===== src/rtl/lc3_sequencer_if.sv =====
// Control bus between the LC-3 sequencer and the datapath stage blocks.
interface lc3_sequencer_if;
  logic [15:0] instr_dout;
  logic        complete_instr;
  logic        complete_data;
  logic [2:0]  psr;
  logic        enable_fetch;
  logic        enable_decode;
  logic        enable_execute;
  logic        enable_writeback;
  logic        enable_updatePC;
  logic        br_taken;
  logic [1:0]  mem_state;
  logic        timeout_err;

  modport master (
    input  instr_dout, complete_instr, complete_data, psr,
    output enable_fetch, enable_decode, enable_execute, enable_writeback,
           enable_updatePC, br_taken, mem_state, timeout_err
  );

  modport slave (
    output instr_dout, complete_instr, complete_data, psr,
    input  enable_fetch, enable_decode, enable_execute, enable_writeback,
           enable_updatePC, br_taken, mem_state, timeout_err
  );
endinterface


===== src/rtl/lc3_sequencer.sv =====
// Multi-cycle LC-3 control FSM: steps each instruction through fetch, decode,
// execute, memory, writeback and PC update, issuing one-hot stage enables.
module lc3_sequencer #(
  parameter int unsigned MEM_TIMEOUT = 0
) (
  input  logic            clk,
  input  logic            rst,
  lc3_sequencer_if.master bus
);

  localparam int unsigned IR_W  = 16;
  localparam int unsigned OPC_W = 4;
  localparam int unsigned CNT_W = 16;

  localparam logic [OPC_W-1:0] OP_BR  = 4'b0000;
  localparam logic [OPC_W-1:0] OP_ADD = 4'b0001;
  localparam logic [OPC_W-1:0] OP_LD  = 4'b0010;
  localparam logic [OPC_W-1:0] OP_ST  = 4'b0011;
  localparam logic [OPC_W-1:0] OP_AND = 4'b0101;
  localparam logic [OPC_W-1:0] OP_LDR = 4'b0110;
  localparam logic [OPC_W-1:0] OP_STR = 4'b0111;
  localparam logic [OPC_W-1:0] OP_NOT = 4'b1001;
  localparam logic [OPC_W-1:0] OP_LDI = 4'b1010;
  localparam logic [OPC_W-1:0] OP_STI = 4'b1011;
  localparam logic [OPC_W-1:0] OP_JMP = 4'b1100;
  localparam logic [OPC_W-1:0] OP_LEA = 4'b1110;

  localparam logic [1:0] MS_READ  = 2'd0;
  localparam logic [1:0] MS_WRITE = 2'd1;
  localparam logic [1:0] MS_IND   = 2'd2;
  localparam logic [1:0] MS_IDLE  = 2'd3;

  typedef enum logic [2:0] {
    S_FETCH, S_DECODE, S_EXECUTE, S_MEM_IND, S_MEM, S_WRITEBACK, S_UPDATEPC
  } state_e;

  state_e            state_q, state_d;
  logic [IR_W-1:0]   ir_q, ir_d;
  logic              br_q, br_d;
  logic [CNT_W-1:0]  cnt_q, cnt_d;
  logic              terr_q, terr_d;

  logic              en_fetch, en_decode, en_execute, en_writeback, en_updatepc;
  logic              br_out;
  logic [1:0]        mem_st;
  logic [OPC_W-1:0]  opc_c;
  logic              is_store_c;
  logic              timeout_hit_c;
  logic [CNT_W-1:0]  cnt_inc_c;

  assign opc_c         = ir_q[IR_W-1 -: OPC_W];
  assign is_store_c    = (opc_c == OP_ST) || (opc_c == OP_STR) || (opc_c == OP_STI);
  // Counter already holds the waited cycles; this cycle would be the MEM_TIMEOUT-th.
  assign timeout_hit_c = (MEM_TIMEOUT != 0) &&
                         ((32'(cnt_q) + 32'd1) >= 32'(MEM_TIMEOUT));
  assign cnt_inc_c     = (cnt_q == {CNT_W{1'b1}}) ? cnt_q : cnt_q + CNT_W'(1);

  always_ff @(posedge clk) begin
    if (rst) begin
      state_q <= S_FETCH;
      ir_q    <= '0;
      br_q    <= 1'b0;
      cnt_q   <= '0;
      terr_q  <= 1'b0;
    end else begin
      state_q <= state_d;
      ir_q    <= ir_d;
      br_q    <= br_d;
      cnt_q   <= cnt_d;
      terr_q  <= terr_d;
    end
  end

  always_comb begin
    state_d      = state_q;
    ir_d         = ir_q;
    br_d         = br_q;
    cnt_d        = cnt_q;
    terr_d       = terr_q;
    en_fetch     = 1'b0;
    en_decode    = 1'b0;
    en_execute   = 1'b0;
    en_writeback = 1'b0;
    en_updatepc  = 1'b0;
    br_out       = 1'b0;
    mem_st       = MS_IDLE;

    case (state_q)
      S_FETCH: begin
        en_fetch = 1'b1;
        if (bus.complete_instr) begin
          ir_d    = bus.instr_dout;
          state_d = S_DECODE;
        end else begin
          cnt_d = cnt_inc_c;
        end
      end
      S_DECODE: begin
        en_decode = 1'b1;
        state_d   = S_EXECUTE;
      end
      S_EXECUTE: begin
        en_execute = 1'b1;
        br_d       = 1'b0;
        cnt_d      = '0;
        case (opc_c)
          OP_ADD, OP_AND, OP_NOT, OP_LEA: state_d = S_WRITEBACK;
          OP_LD, OP_LDR, OP_ST, OP_STR:   state_d = S_MEM;
          OP_LDI, OP_STI:                 state_d = S_MEM_IND;
          OP_BR: begin
            br_d    = |(ir_q[11:9] & bus.psr);
            state_d = S_UPDATEPC;
          end
          OP_JMP: begin
            br_d    = 1'b1;
            state_d = S_UPDATEPC;
          end
          default: state_d = S_UPDATEPC;
        endcase
      end
      S_MEM_IND: begin
        mem_st = MS_IND;
        if (bus.complete_data) begin
          cnt_d   = '0;
          state_d = S_MEM;
        end else if (timeout_hit_c) begin
          terr_d  = 1'b1;
          br_d    = 1'b0;
          state_d = S_UPDATEPC;
        end else begin
          cnt_d = cnt_inc_c;
        end
      end
      S_MEM: begin
        mem_st = is_store_c ? MS_WRITE : MS_READ;
        if (bus.complete_data) begin
          state_d = is_store_c ? S_UPDATEPC : S_WRITEBACK;
        end else if (timeout_hit_c) begin
          terr_d  = 1'b1;
          br_d    = 1'b0;
          state_d = S_UPDATEPC;
        end else begin
          cnt_d = cnt_inc_c;
        end
      end
      S_WRITEBACK: begin
        en_writeback = 1'b1;
        state_d      = S_UPDATEPC;
      end
      S_UPDATEPC: begin
        en_updatepc = 1'b1;
        br_out      = br_q;
        cnt_d       = '0;
        state_d     = S_FETCH;
      end
      default: state_d = S_FETCH;
    endcase
  end

  // Reset quiets the stage enables immediately, even before the state register resets.
  assign bus.enable_fetch     = en_fetch & ~rst;
  assign bus.enable_decode    = en_decode & ~rst;
  assign bus.enable_execute   = en_execute & ~rst;
  assign bus.enable_writeback = en_writeback & ~rst;
  assign bus.enable_updatePC  = en_updatepc & ~rst;
  assign bus.br_taken         = br_out & ~rst;
  assign bus.mem_state        = rst ? MS_IDLE : mem_st;
  assign bus.timeout_err      = terr_q;

endmodule


===== src/flat_wrapper.sv =====
// flat-port wrapper written by rule: the top's interface ports become plain ports
module lc3_sequencer_flat 
#(
  parameter int unsigned MEM_TIMEOUT = 0
)
  (clk, rst, bus_instr_dout, bus_complete_instr, bus_complete_data, bus_psr, bus_enable_fetch, bus_enable_decode, bus_enable_execute, bus_enable_writeback, bus_enable_updatePC, bus_br_taken, bus_mem_state, bus_timeout_err);
  lc3_sequencer_if bus_i ();
  input  logic clk;
  input  logic rst;
  input wire logic [$bits(bus_i.instr_dout)-1:0] bus_instr_dout;
  input wire logic [$bits(bus_i.complete_instr)-1:0] bus_complete_instr;
  input wire logic [$bits(bus_i.complete_data)-1:0] bus_complete_data;
  input wire logic [$bits(bus_i.psr)-1:0] bus_psr;
  output wire logic [$bits(bus_i.enable_fetch)-1:0] bus_enable_fetch;
  output wire logic [$bits(bus_i.enable_decode)-1:0] bus_enable_decode;
  output wire logic [$bits(bus_i.enable_execute)-1:0] bus_enable_execute;
  output wire logic [$bits(bus_i.enable_writeback)-1:0] bus_enable_writeback;
  output wire logic [$bits(bus_i.enable_updatePC)-1:0] bus_enable_updatePC;
  output wire logic [$bits(bus_i.br_taken)-1:0] bus_br_taken;
  output wire logic [$bits(bus_i.mem_state)-1:0] bus_mem_state;
  output wire logic [$bits(bus_i.timeout_err)-1:0] bus_timeout_err;
  assign bus_i.instr_dout = bus_instr_dout;
  assign bus_i.complete_instr = bus_complete_instr;
  assign bus_i.complete_data = bus_complete_data;
  assign bus_i.psr = bus_psr;
  assign bus_enable_fetch = bus_i.enable_fetch;
  assign bus_enable_decode = bus_i.enable_decode;
  assign bus_enable_execute = bus_i.enable_execute;
  assign bus_enable_writeback = bus_i.enable_writeback;
  assign bus_enable_updatePC = bus_i.enable_updatePC;
  assign bus_br_taken = bus_i.br_taken;
  assign bus_mem_state = bus_i.mem_state;
  assign bus_timeout_err = bus_i.timeout_err;
  lc3_sequencer #(.MEM_TIMEOUT(MEM_TIMEOUT)) u_core (.clk(clk), .rst(rst), .bus(bus_i));
endmodule

===== config.mk =====
export PLATFORM = sky130hd
export DESIGN_NAME = lc3_sequencer_flat
export DESIGN_NICKNAME = d
export VERILOG_FILES = /design/src/rtl/lc3_sequencer_if.sv /design/src/rtl/lc3_sequencer.sv /design/src/flat_wrapper.sv
export SDC_FILE = /design/constraint.sdc
export NUM_CORES = 1
export LEC_CHECK = 0
export BUFFER_PORTS_ARGS = -buffer_cell sky130_fd_sc_hd__buf_4
export CAP_MARGIN = 20
export CORE_MARGIN = 1.5
export CORE_UTILIZATION = 35
export CTS_CLUSTER_SIZE = 14
export DETAILED_ROUTE_END_ITERATION = 12
export HOLD_SLACK_MARGIN = 0.1
export PLACE_DENSITY = 0.75
export SYNTH_ARGS = -nofsm -noshare
export SYNTH_HDL_FRONTEND = slang
export SYNTH_SLANG_ARGS = --single-unit

===== constraint.sdc =====
create_clock -name clk -period 2.6 [get_ports clk]
set_input_delay 0.39 -clock clk [delete_from_list [all_inputs] [get_ports clk]]
set_output_delay 0.39 -clock clk [all_outputs]
set_load 0.005 [all_outputs]

==> results.yml, run 1 <==
timing:
  min_period_ps: 2050
  clock.fmax_mhz: 489
  setup_tns_ps: 0
  finClkSkew_ps: 3.02
  hold_violations: 0
  finalMaxSlewViolations: 0
  grt_setup_unrepaired: "false"
  fin_crit_sh_pct: 78.7
  finalSetupViolCount: 0
  timing.hold.ws_ps: 340
drt:
  drt_first_pass_iters: 4
  wl_met3_um: 90
  wire_per_inst_um: 12.2
  ant_nets: 0
  wl_met2_um: 734
  drt-total-wl_um: 1520
  highest_layer: "met4"
  remaining_drc_errors: 0
  via_count: 659
  viasPerCell: 5.27
  m1WireLength_um: 657
  drt-initial-drc-count: 9
clocking:
  clk_pin_slew_worst_paths_ps: 70
  cts_root_buf: "clkbuf_4"
  holdBufCountCts: 0
  cts_buffer_depth: 2
  cts_tree: "done"
  cts.sinks: 11
  post_cts_resized: 0
  cts_setup_buffers: 0
  cts_inserted_buffers: 3
  clk_latency_ps: 280
  ctsHtreeMaxLevel: 1
layout:
  fillers: 191
  areaGrowthSynthToFinish_pct: 27.9
  antennaDiodeCount: 0
  fin_cells: 125
  layout-drive-gt1-share_pct: 29.0
  num-nets-final: 124
synth:
  synth_area_per_cell_um2: 8.37
  netlist-cell-type-count: 32
  synth_top_area_cell: "dfxtp_1"
  syn_inst: 80
  synth_seq_area_share_pct: 32.9
  synth_area_leaders: "dfxtp_1 33%, mux2i_1 10%, nor2_1 8.4%"
  synth_warnings: 0
  netlist.area_leader.share_pct: 32.9
  syn_area_um2: 669
  ys_ff_latch: 11
  syn_nets: 103
place:
  dp.cells: 121
  place.detailed.hpwl_um: 1160
  place.gp.congestion: 0.734
  io_buffers: 21
worst_hold_path:
  hold-path-cell-count: 3
  hold_class: "in -> reg"
worst_setup_path:
  rrSetupSlack_ps: 1200
  slowest_stage: "dfxtp_1"
  cp_max_fo: 13
  crit_start: "u_core.state_q[2]"
  endpoint_kind: "primary output"
  max_stage_delay_ps: 580
  cp.required_ps: 2210
  cp.arrival_ps: 1660
  r2r-start: "u_core.state_q[2]"
  r2r-end: "u_core.state_q[1]"
  cp_top_family: "simple AND/OR/NAND/NOR gates"
  path_cells: "nand2b_1, nor2_1, a2bb2oi_1, or2_1, buf_4"
  cp_num_buf_inv: 1
  critPathCapture: "bus_mem_state[0]"
  ff2ff_path_depth: 3
  cp-start-kind: "flop"
  cp_num_cells: 5
  critPathKind: "reg -> out"
die:
  num_rows: 15
  initial_core_util_pct: 37.9
  core_um2: 1760
  dieArea_um2: 2180
  ios: 32
  die_h_um: 46.7
  die_w_um: 46.7
grt:
  grt_pass1_vias: 587
  antenna_found_initial: 0
  grt_use_total_pct: 16.4
  grt_first_pass_wirelength_um: 2530
  grt_max_degree: 16
  grt.overflow.total: 0
run:
  maxCapViolCount: 0
power_and_ir_drop:
  power_uw: 458
  ir_drop_uv: 296
  power.leakage_nw: 0.358
  power.density_nw_per_um2: 535
outcome:
  run_status: "completed"
metrics by stage:
stage	utilization (%)	worst slack [ps]	area (µm²)
floorplan	-	1280	669
finish	48.5	554	856
CTS	48.5	581	856
detailed placement	47.0	890	830
global route	48.5	428	856
global placement	47.0	916	830
logic make-up (layout without fill, tap and decap cells):
| family | count (synthesis) | after routing | synth area share (%) |
|---|---|---|---|
| simple gates | 36 | 36 | 30.5 |
| compound gates | 16 | 16 | 18.5 |
| flops | 11 | 11 | 32.9 |
| buf+inv | 9 | 29 | 7.10 |
| mux | 7 | 7 | 10.5 |
| other cells | 1 | 1 | 0.560 |
layer usage:
| layer | up-vias | GRT usage, % |
|---|---|---|
| met2 | 28 | 25.3 |
| met4 | 0 | 10.0 |
| met5 | - | 0 |
| met3 | 4 | 1.92 |
| li1 | 323 | - |
| met1 | 304 | 21.9 |
layout make-up:
class | instances | area (µm²) | area share [%]
clock buffer | 4 | 26.3 | 3.07
tap | 25 | 31.3 | 3.65
multi-input combinational | 60 | 402 | 46.9
sequential | 11 | 220 | 25.7
timing repair buffer | 22 | 165 | 19.3
inverter | 3 | 11.3 | 1.32
power breakdown:
group / total, mW / leakage, nW / switching, mW / internal, mW
clock: 0.122 / 0.0150 / 0.0623 / 0.0596
sequential: 0.213 / 0.0902 / 0.0274 / 0.185
combinational: 0.123 / 0.252 / 0.0567 / 0.0666
cell usage after synthesis (all sizes together):
library cell,count
clkbuf,1
nand2b,5
o2111ai,1
nand2,1
conb,1
nand3,1
o21a,2
a32oi,1
a311oi,1
nor2,16
a2bb2oi,2
or2,1
nor3,3
inv,3
nand3b,1
a21oi,3
a222oi,1
o21ai,2
or3,1
o31ai,2
and3,2
nor4,2
and2,1
a2111oi,1
mux2i,7
nor4b,1
buf,5
dfxtp,11
or2b,1
worst reg2reg max path, cell delays in order, from the launching register on:
cell       delay (ps)
dfxtp_1           580
nand2b_1          230
a2bb2oi_1         190
a2111oi_2         300
state kept, by name, indices dropped and copies added, names as in the netlist:
signal          count
u_core.state_q      3
u_core.br_q         1
u_core.ir_q         7
layout by cell type, fill, tap and decap left out, types with 2 or more instances in the layout:
cell type / n
clkbuf_4: 3
buf_4: 22
a2bb2oi_1: 2
and3_1: 2
o21a_1: 2
o31ai_1: 2
a21oi_1: 3
nor2_1: 15
nor4_1: 2
mux2i_1: 7
inv_1: 3
dfxtp_1: 11
o21ai_1: 2
nand2b_1: 4
nor3_1: 3
worst min-delay path by stage:
stage	startpoint	to
after floorplan	rst	u_core.state_q[1]
final	bus_instr_dout[15]	u_core.ir_q[15]
after detailed placement	u_core.ir_q[11]	u_core.ir_q[11]
after CTS	bus_complete_data	u_core.state_q[0]
after global placement	u_core.ir_q[10]	u_core.ir_q[10]
after global routing	bus_complete_data	u_core.state_q[0]
Power figures use the tool's default switching activity.
==> run 2: changes to the inputs <==
==> constraint.sdc (replaced) <==
create_clock -name clk -period 2.1 [get_ports clk]
set_input_delay 0.315 -clock clk [delete_from_list [all_inputs] [get_ports clk]]
set_output_delay 0.315 -clock clk [all_outputs]
set_load 0.005 [all_outputs]
==> run 2 against run 1 <==
Cell count stayed put. Hold slack worse by 66 ps. Setup slack worse by 400 ps. Global-route usage is 0.30 points higher. Flip-flop and latch count stayed put. Via count is 1.4% lower. Routed wire length is 2.4% lower. Non-clock buffer count stayed put. First-iteration DRC count is 89% higher. Count of clock-buffer cells in the layout stayed put. Sequential share of layout area stayed put. Largest power group unchanged.
==> results.yml, run 2 (synthesis gave the netlist of run 1 again) <==
outcome:
  run_status: "completed"
worst_hold_path:
  hold_class: "in -> reg"
drt:
  viasPerCell: 5.20
  wire_per_inst_um: 11.9
  drt-initial-drc-count: 17
  drt-total-wl_um: 1480
  ant_nets: 0
  via_count: 650
  remaining_drc_errors: 0
  drt_first_pass_iters: 4
worst_setup_path:
  cp.arrival_ps: 1630
  cp-start-kind: "flop"
  endpoint_kind: "primary output"
  cp_max_fo: 13
  cp.required_ps: 1780
  critPathKind: "reg -> out"
layout:
  num-nets-final: 124
  areaGrowthSynthToFinish_pct: 27.9
  layout-drive-gt1-share_pct: 29.0
  final_core_util_pct: 48.5
  final_common_cell: "buf_4"
  antennaDiodeCount: 0
  top_regs: "u_core.ir_q (7), u_core.state_q (3), u_core.br_q (1)"
  largest-register: "u_core.ir_q"
  fin_cells: 125
  most-common-layout-cells: "22 x buf_4, 15 x nor2_1, 11 x dfxtp_1, 7 x mux2i_1, 4 x nand2b_1"
  final_area_um2: 856
  largest_reg_flops: 7
timing:
  grt_setup_unrepaired: "false"
  finClkSkew_ps: 1.42
  clock.fmax_mhz: 515
  fin_crit_sh_pct: 92.5
  min_period_ps: 1940
  finalMaxSlewViolations: 0
  hold_violations: 0
  finalSetupViolCount: 0
  setup_tns_ps: 0
place:
  place.gp.congestion: 0.734
  place.detailed.hpwl_um: 1140
  dp.cells: 121
  io_buffers: 21
  place_area_um2: 830
grt:
  grt_pass1_vias: 599
  grt.overflow.total: 0
  grt_first_pass_wirelength_um: 2530
  antenna_found_initial: 0
  grt_use_total_pct: 16.7
  grt_max_degree: 16
clocking:
  cts_tree: "done"
  holdBufCountCts: 0
  ctsHtreeMaxLevel: 1
  cts_inserted_buffers: 3
  cts.sinks: 11
  cts_buffer_depth: 2
  cts_setup_buffers: 0
  post_cts_resized: 0
  clk_latency_ps: 260
  clk_pin_slew_worst_paths_ps: 70
  cts_root_buf: "clkbuf_4"
die:
  dieArea_um2: 2180
  die_w_um: 46.7
  core_um2: 1760
  die_h_um: 46.7
  ios: 32
  num_rows: 15
  initial_core_util_pct: 37.9
power_and_ir_drop:
  power.leakage_nw: 0.358
  power.density_nw_per_um2: 653
  ir_drop_uv: 339
run:
  maxCapViolCount: 0
run 2: cell counts in the layout (fill, tap and decap cells not counted):
Identical to the previous run, type by type.
run 2: report_power, final:
| part | switching, mW | internal, mW |
|---|---|---|
| Sequential | 0.0334 | 0.230 |
| Clock | 0.0708 | 0.0734 |
| Combinational | 0.0696 | 0.0825 |
run 2: per-stage QoR:
| stage | total power [mW] | hold slack (ps) | setup WS (ps) |
|---|---|---|---|
| final | 0.559 | 274 | 158 |
| after detailed placement | 0.420 | 502 | 465 |
| after CTS | 0.566 | 269 | 157 |
| after global placement | 0.414 | 480 | 491 |
| after global routing | 0.601 | 259 | 7.19 |
| after floorplan | 0.371 | 384 | 852 |
run 2: critical path, stage by stage (launching register included):
cell       delay [ps]
dfxtp_1           580
nand2b_1          230
nor2_1            140
a2bb2oi_1          70
or2_1             210
buf_4             130
run 2: layout make-up:
class                           count  area, µm²
Timing Repair Buffer               22        165
Clock buffer                        4       26.3
Inverter                            3       11.3
Tap cell                           25       31.3
Multi-Input combinational cell     60        402
Sequential cell                    11        220
Fill cell                         194        908
run 2: worst paths after layout:
check | from | to | slack, ps | cells past startpoint
setup reg to reg | u_core.state_q[1] | u_core.state_q[1] | 690 | 4
setup / recovery | u_core.state_q[2] | bus_mem_state[0] | 160 | 5
hold reg to reg | u_core.ir_q[11] | u_core.ir_q[11] | 510 | 2
hold / removal | bus_instr_dout[15] | u_core.ir_q[15] | 270 | 3
run 2: layer usage:
metal  wire length, µm  global-route usage [%]  up-vias
li1                  -                       -      326
met1               648                    21.4      292
met2               715                    24.7       28
met3                97                    3.08        4
met4                22                    12.8        0
met5                 0                       0        -
==> run 3: changes to the inputs <==
--- a/config.mk
+++ b/config.mk
@@ -8,11 +8,11 @@
 export BUFFER_PORTS_ARGS = -buffer_cell sky130_fd_sc_hd__buf_4
 export CAP_MARGIN = 20
 export CORE_MARGIN = 1.5
-export CORE_UTILIZATION = 35
+export CORE_UTILIZATION = 30
 export CTS_CLUSTER_SIZE = 14
 export DETAILED_ROUTE_END_ITERATION = 12
 export HOLD_SLACK_MARGIN = 0.1
-export PLACE_DENSITY = 0.75
+export PLACE_DENSITY = 0.68
 export SYNTH_ARGS = -nofsm -noshare
 export SYNTH_HDL_FRONTEND = slang
 export SYNTH_SLANG_ARGS = --single-unit
==> run 3 against run 2 <==
Routed wire length is 0.67% higher. Hold slack worse by 8.3 ps. Utilization is 6.0 points lower. Cell count is 1.6% higher. Sequential power hardly changed. Register-to-register slack worse by 30 ps. Cell area is 0.44% higher. Power is 0.79% higher. Count of clock-buffer cells in the layout is 1 lower. Die area is 16% higher. Via count is 3.7% lower. Global-route usage is 3.5 points lower.
==> results.yml, run 3 (synthesis gave the netlist of run 1 again) <==
layout:
  largest-register: "u_core.ir_q"
  final_area_um2: 860
  final_common_cell: "buf_4"
  fin_cells: 127
  fillers: 211
  areaGrowthSynthToFinish_pct: 28.4
  layout-drive-gt1-share_pct: 30.0
  top_regs: "u_core.ir_q (7), u_core.state_q (3), u_core.br_q (1)"
  antennaDiodeCount: 0
  largest_reg_flops: 7
  num-nets-final: 124
  most-common-layout-cells: "22 x buf_4, 15 x nor2_1, 11 x dfxtp_1, 7 x mux2i_1, 4 x nand2b_1"
power_and_ir_drop:
  p_sw_uw: 181
  power.density_nw_per_um2: 656
  seqPwrFrac_pct: 46.8
  internal_power_uw: 383
  ir_drop_uv: 568
  pwr-share-comb_pct: 26.5
  power.leakage_nw: 0.360
  pwr-share-clk_pct: 26.7
  switching_share_pct: 32.1
place:
  place_area_um2: 832
  io_buffers: 21
  dp.cells: 123
  place.detailed.hpwl_um: 1100
  place.gp.congestion: 0.849
  dpl_worst_slack_ps: 497
worst_setup_path:
  rrSetupSlack_ps: 660
  cp.required_ps: 1780
  cp.arrival_ps: 1600
  cp-start-kind: "flop"
  critPathKind: "reg -> out"
  endpoint_kind: "primary output"
  cp_max_fo: 13
drt:
  wl_met2_um: 656
  drt-initial-drc-count: 18
  remaining_drc_errors: 0
  highest_layer: "met4"
  viasPerCell: 4.93
  wl_met3_um: 121
  m1WireLength_um: 705
  drt-total-wl_um: 1490
  via_count: 626
  drt_first_pass_iters: 4
  ant_nets: 0
  wire_per_inst_um: 11.8
clocking:
  holdBufCountCts: 0
  cts.sinks: 11
  cts_buffer_depth: 2
  cts_inserted_buffers: 3
  post_cts_resized: 0
  clk_pin_slew_worst_paths_ps: 80
  ctsHtreeMaxLevel: 1
  cts_setup_buffers: 0
  clk_latency_ps: 280
  cts_root_buf: "clkbuf_4"
  cts_tree: "done"
outcome:
  run_status: "completed"
timing:
  min_period_ps: 1920
  grt_setup_unrepaired: "false"
  finalMaxSlewViolations: 0
  finClkSkew_ps: 6.32
  finalSetupViolCount: 0
  fin_crit_sh_pct: 91.2
  clock.fmax_mhz: 522
  timing.hold.ws_ps: 266
  fin_ws_ps: 185
  hold_violations: 0
  setup_tns_ps: 0
die:
  initial_core_util_pct: 33.1
  ios: 32
  dieArea_um2: 2520
  num_rows: 16
  die_w_um: 50.2
  die_h_um: 50.2
  core_um2: 2020
grt:
  grt_max_degree: 16
  grt_use_total_pct: 13.2
  grt.overflow.total: 0
  grt_first_pass_wirelength_um: 2520
  grt_pass1_vias: 545
  antenna_found_initial: 0
run:
  maxCapViolCount: 0
worst_hold_path:
  hold_class: "in -> reg"
## run 3: changes by cell type in the layout (fill, tap and decap cells not counted)
| cell | change |
|---|---|
| clkbuf_1 | -1 |
| clkinv_2 | +1 |
## run 3: per-stage QoR
stage          utilization, %  power [mW]
2_1_floorplan               -       0.371
3_3_place_gp             41.2       0.414
3_5_place_dp             41.2       0.418
4_1_cts                  42.5       0.567
5_1_grt                  42.5       0.605
6_report                 42.5       0.564
## run 3: power groups by stage
stage | sequential, mW | clock [mW] | combinational, mW
after floorplan | 0.248 | 0 | 0.123
after global placement | 0.267 | 0 | 0.147
after detailed placement | 0.268 | 0 | 0.149
after CTS | 0.263 | 0.153 | 0.150
after global routing | 0.269 | 0.171 | 0.165
final | 0.264 | 0.151 | 0.149
## run 3: worst paths after layout
kind                                         start           endpoint  cells past startpoint
worst max-delay path             u_core.state_q[2]   bus_mem_state[0]                      5
worst min-delay path            bus_instr_dout[13]    u_core.ir_q[13]                      3
worst max register to register   u_core.state_q[1]  u_core.state_q[1]                      4
worst min register to register      u_core.ir_q[9]     u_core.ir_q[9]                      2
## run 3: routing by layer
layer	global-route usage (%)	up-vias
li1	-	323
met1	17.9	275
met2	18.4	26
met3	5.65	2
met4	4.17	0
met5	0	-
## run 3: cell type report
class                      count  area [µm²]  share of cell area (%)
inverter                       3        11.3                    1.31
sequential                    11         220                    25.6
multi-input combinational     60         402                    46.7
timing repair buffer          22         165                    19.2
clock buffer                   3        22.5                    2.62
tap                           27        33.8                    3.93
clock inverter                 1        5.00                   0.582
## run 3: critical path: stages (launching register included)
cell and delay [ps]:
dfxtp_1 590, nand2b_1 210, nor2_1 130, a2bb2oi_1 60, or2_1 200, buf_4 130
